## src/rtl/game_screen_sequencer.sv

```systemverilog
// game_screen_sequencer: top-level game-flow controller.
// Issues one full-screen or maze draw request at a time and holds it until the
// matching drawer reports done. It gates gameplay on a start-key edge and runs
// the per-game countdown timer.
module game_screen_sequencer #(
    parameter int CLK_HZ       = 50_000_000,
    parameter int GAME_SECONDS = 60
) (
    input  logic       clk,
    input  logic       reset,
    input  logic       start_key,
    input  logic       player_won,
    input  logic       draw_done,
    input  logic       maze_done,
    output logic       draw_start,
    output logic       draw_clear,
    output logic       draw_winner,
    output logic       draw_gameover,
    output logic       draw_maze,
    output logic       play_enable,
    output logic [6:0] seconds_left,
    output logic [3:0] state
);

    // The prescaler only has to hold CLK_HZ-1. CLK_HZ >= 2 keeps this at 1 bit or more.
    localparam int         PW           = (CLK_HZ > 2) ? $clog2(CLK_HZ) : 1;
    localparam logic [PW-1:0] PRESC_RELOAD = PW'(CLK_HZ - 1);
    localparam logic [6:0]    SECS_LOAD    = 7'(GAME_SECONDS);

    typedef enum logic [3:0] {
        IDLE         = 4'd0,
        DRAW_START   = 4'd1,
        WAIT_START   = 4'd2,
        DRAW_CLEAR   = 4'd3,
        DRAW_MAZE    = 4'd4,
        PLAY         = 4'd5,
        DRAW_WIN     = 4'd6,
        DRAW_OVER    = 4'd7,
        WAIT_RESTART = 4'd8
    } state_t;

    state_t         state_q, state_d;
    logic           first_q, first_d;
    logic           key_prev_q, key_prev_d;
    logic [6:0]     seconds_q, seconds_d;
    logic [PW-1:0]  presc_q, presc_d;

    logic start_edge;
    logic done_ok;
    logic maze_ok;
    logic tick;

    // A start edge needs the key high now and low on the previous cycle.
    // Done inputs are trusted only after the first cycle of a state, because the
    // previous request's done may still be asserted.
    always_comb begin
        start_edge = start_key && !key_prev_q;
        done_ok    = draw_done && !first_q;
        maze_ok    = maze_done && !first_q;
        tick       = (presc_q == '0);
    end

    // State register, stale-done guard, key history, and timer registers.
    always_ff @(posedge clk or posedge reset) begin
        if (reset) begin
            state_q    <= IDLE;
            first_q    <= 1'b1;
            key_prev_q <= 1'b1;
            seconds_q  <= '0;
            presc_q    <= '0;
        end else begin
            state_q    <= state_d;
            first_q    <= first_d;
            key_prev_q <= key_prev_d;
            seconds_q  <= seconds_d;
            presc_q    <= presc_d;
        end
    end

    // Next-state and timer logic. Defaults hold every register.
    always_comb begin
        state_d    = state_q;
        seconds_d  = seconds_q;
        presc_d    = presc_q;
        key_prev_d = start_key;

        unique case (state_q)
            IDLE: state_d = DRAW_START;

            DRAW_START: if (done_ok) state_d = WAIT_START;

            WAIT_START: if (start_edge) state_d = DRAW_CLEAR;

            DRAW_CLEAR: if (done_ok) state_d = DRAW_MAZE;

            DRAW_MAZE: begin
                if (maze_ok) begin
                    state_d   = PLAY;
                    seconds_d = SECS_LOAD;
                    presc_d   = PRESC_RELOAD;
                end
            end

            PLAY: begin
                // A win beats a simultaneous final tick, and the count is left untouched.
                if (player_won) begin
                    state_d = DRAW_WIN;
                end else if (tick) begin
                    presc_d   = PRESC_RELOAD;
                    seconds_d = seconds_q - 7'd1;
                    if (seconds_q == 7'd1) state_d = DRAW_OVER;
                end else begin
                    presc_d = presc_q - 1'b1;
                end
            end

            DRAW_WIN:  if (done_ok) state_d = WAIT_RESTART;
            DRAW_OVER: if (done_ok) state_d = WAIT_RESTART;

            WAIT_RESTART: if (start_edge) state_d = DRAW_START;

            default: state_d = IDLE;
        endcase

        first_d = (state_d != state_q);
    end

    // Moore decode of requests and status from the state register only.
    always_comb begin
        draw_start    = (state_q == DRAW_START);
        draw_clear    = (state_q == DRAW_CLEAR);
        draw_maze     = (state_q == DRAW_MAZE);
        draw_winner   = (state_q == DRAW_WIN);
        draw_gameover = (state_q == DRAW_OVER);
        play_enable   = (state_q == PLAY);
        seconds_left  = seconds_q;
        state         = state_q;
    end

endmodule

```

## config.mk

```make
export PLATFORM = sky130hd
export DESIGN_NAME = game_screen_sequencer
export DESIGN_NICKNAME = d
export VERILOG_FILES = /design/src/rtl/game_screen_sequencer.sv
export SDC_FILE = /design/constraint.sdc
export NUM_CORES = 1
export LEC_CHECK = 0
export CAP_MARGIN = 20
export CORE_ASPECT_RATIO = 0.6
export CORE_MARGIN = 2
export CORE_UTILIZATION = 57
export CTS_BUF_LIST = sky130_fd_sc_hd__clkbuf_4 sky130_fd_sc_hd__clkbuf_8 sky130_fd_sc_hd__clkbuf_16
export DETAILED_ROUTE_END_ITERATION = 16
export GPL_ROUTABILITY_DRIVEN = 0
export PLACE_DENSITY = 0.8
export SYNTH_ARGS = -nofsm -noshare
export SYNTH_HDL_FRONTEND = slang
export SYNTH_SLANG_ARGS = --single-unit
export TNS_END_PERCENT = 20
```

## constraint.sdc

```tcl
create_clock -name clk -period 2.55 [get_ports clk]
set_clock_uncertainty 0.1 [all_clocks]
set_input_delay 0.51 -clock clk [delete_from_list [all_inputs] [get_ports clk]]
set_output_delay 0.51 -clock clk [all_outputs]
set_load 0.01 [all_outputs]
```

==> results.sh <==
export IMPL_grt_ovfl_total=0
export IMPL_crit_path_end_kind="output pin"
export IMPL_layout_commonest_cell="dfrtp_1"
export IMPL_yosysUniqueCellTypes=48
export IMPL_ios=23
export IMPL_synth_cell_area_sq_um=2280
export IMPL_drive_above_1_share_pct=12.3
export IMPL_hold_buffers=0
export IMPL_synth_seq_area_share_pct=42.8
export IMPL_place_ws_ns=0.155
export IMPL_viasPerCell=6.17
export IMPL_nNetsFinal=285
export IMPL_status="finished, final reports clean"
export IMPL_setup_viol=0
export IMPL_power_density_nw_per_um2=1060
export IMPL_fin_cells=323
export IMPL_crit_type="flop to output pin"
export IMPL_syn_inst=247
export IMPL_synth_seq_cells=39
export IMPL_fin_area_sq_um=2720
export IMPL_placed_cells=315
export IMPL_drt_first_pass_iters=5
export IMPL_grt_pass1_vias=1840
export IMPL_post_route_util_pct=72.6
export IMPL_arrival_ns=1.88
export IMPL_finalCritPeriodShare_pct=97.6
export IMPL_fin_ws_ns=0.0623
export IMPL_ant_nets=0
export IMPL_ff_latch_area_sq_um=980
export IMPL_synth_async_reset_ratio_pct=100
export IMPL_cts_buffers=5
export IMPL_clk_transition_reported_paths_ns=0.07
export IMPL_tightestPinTransition_ns=0.922
export IMPL_drt_wl_total_microns=5260
export IMPL_fin_setup_tns_ns=0
export IMPL_fill_cells=296
export IMPL_yosys_warnings=0
export IMPL_drc=0
export IMPL_hold_class="flop to flop"
export IMPL_maxSlewHeadroom_pct=38.3
export IMPL_start_util_pct=61.0
export IMPL_placed_cell_area_sq_um=2600
export IMPL_drt_iter0_markers=202
export IMPL_portBuffers=22
export IMPL_max_cap_violations=0
export IMPL_die_area_sq_um=4540
export IMPL_n_antenna_cell=0
export IMPL_die_y_microns=53.0
export IMPL_fp_dieW_microns=85.7
export IMPL_peakVddDrop_mv=0.697
export IMPL_cellLeakagePower_nw=1.22
export IMPL_rsz0062_at_grt="true"
export IMPL_syn_num_nets=257
export IMPL_hpwl_microns=3740
export IMPL_insertion_delay_ns=0.30
export IMPL_clockRootBuffer="clkbuf_8"
export IMPL_multi_input_area_sq_um=1210
export IMPL_core_region_area_sq_um=3740
export IMPL_critPathLaunch="state[3]"
export IMPL_min_from="presc_q[6]"
export IMPL_cp_start_kind="flop"
export IMPL_fmax_ghz=0.402
export IMPL_cts_tree="done"
export IMPL_drv_slew=0
export IMPL_synth_edf_count=0
export IMPL_post_cts_setup_buffers=0
export IMPL_final_hold_viol_count=0
export IMPL_r2r_start="presc_q[10]"
export IMPL_via_count=1992
export IMPL_cp_max_fo=11
export IMPL_finalCriticalPeriod_ns=2.49
export IMPL_grt_pass1_wl_microns=9020
export IMPL_rows=17
export IMPL_h_tree_depth=2
export IMPL_grt_usage_pct=26.7
export IMPL_final_cell_mix="36 x dfrtp_1, 24 x nor2_1, 22 x clkdlybuf4s50_1, 20 x nand2_1, 20 x xor2_1"
export IMPL_wl_per_cell_microns=16.3
export IMPL_grt_antenna_before_repair=0
export IMPL_clock_path_buffers=2
export IMPL_ys_flop_type="dfrtp_1"
export IMPL_avgSynthCellArea_sq_um=9.24
export IMPL_grt_max_degree=40
export IMPL_clkSinkCount=39
export IMPL_syn2layout_area_growth_pct=19.0
export IMPL_required_ns=1.94
-- area by class of cell --
cell class,instances,share of cell area (%)
timing repair buffer,34,11.4
clock inverter,2,1.29
inverter,11,1.52
clock buffer,6,3.04
multi-input combinational,184,44.5
tap,47,2.16
sequential,39,36.1
-- cell usage after synthesis, drive strengths merged, types with 2 or more instances --
master	n	area (sq um)
dfrtp	37	926
nor2	24	90.1
nand2	21	81.3
xor2	20	175
nand3	16	85.1
o21ai	13	76.3
inv	11	41.3
nand4	10	62.6
nor3	9	45.0
clkbuf	8	30.0
nor2b	6	37.5
nor4	6	73.8
or4	6	52.6
a21oi	5	25.0
buf	5	25.0
ha	4	50.1
or3	4	25.0
and2	3	18.8
and3	3	18.8
mux2i	3	30.0
nand2b	3	18.8
nand4b	3	26.3
a211o	2	17.5
a31oi	2	12.5
dfstp	2	52.6
nor4b	2	23.8
o211ai	2	15.0
o41ai	2	17.5
or2	2	12.5
or4b	2	20.0
-- power by group --
| group | leakage (nW) | internal, mW | switching, mW |
|---|---|---|---|
| clock network | 0.0612 | 0.317 | 0.221 |
| logic | 0.661 | 0.591 | 0.658 |
| registers | 0.501 | 0.825 | 0.266 |
| total | 1.22 | 1.73 | 1.15 |
-- registers in the layout, indices dropped and copies added, names as in the netlist --
| signal | flops |
|---|---|
| first_q | 1 |
| key_prev_q | 1 |
| presc_q | 26 |
| seconds_left | 7 |
| state | 4 |
-- metrics by stage --
stage               total power, mW  hold WS, ns
floorplan                      1.87        0.384
global placement               2.28        0.406
detailed placement             2.32        0.411
CTS                            2.86        0.433
global route                   3.09        0.452
finish                         2.88        0.435
-- metal layers --
metal	routed length (microns)	track usage, %
met1	2690	40.3
met2	2150	38.2
met3	340	7.02
met4	84	5.82
met5	0	0
-- worst max-delay path, stage by stage, from the launching register on --
cell and delay, ns:
dfrtp_1 0.50, nor4b_2 0.46, clkdlybuf4s50_1 0.61
-- cells by family after synthesis --
kind of cell / synth area share [%]
xor gates and xnor gates: 7.67
muxes: 1.81
adders and majority gates: 2.63
buffers and inverters: 4.22
AOI/OAI and AO/OA: 8.93
and+or+nand+nor: 31.9
DFF: 42.8
-- what timing repair did --
action,in CTS,in global routing
hold endpoints to repair,0,0
resized for setup,0,1
endpoints found under the setup margin,0,4
-- worst paths after layout --
check | cells after the start | slack [ns] | endpoint
worst max-delay path | 2 | 0.06 | draw_maze
worst max register to register | 5 | 0.16 | seconds_left[1]
max in group asynchronous | 3 | 1.46 | first_q
worst min register to register | 2 | 0.43 | presc_q[6]
min in group asynchronous | 3 | 0.52 | presc_q[21]
worst min-delay path | 2 | 0.43 | presc_q[6]
(Power assumes the default switching activity.)
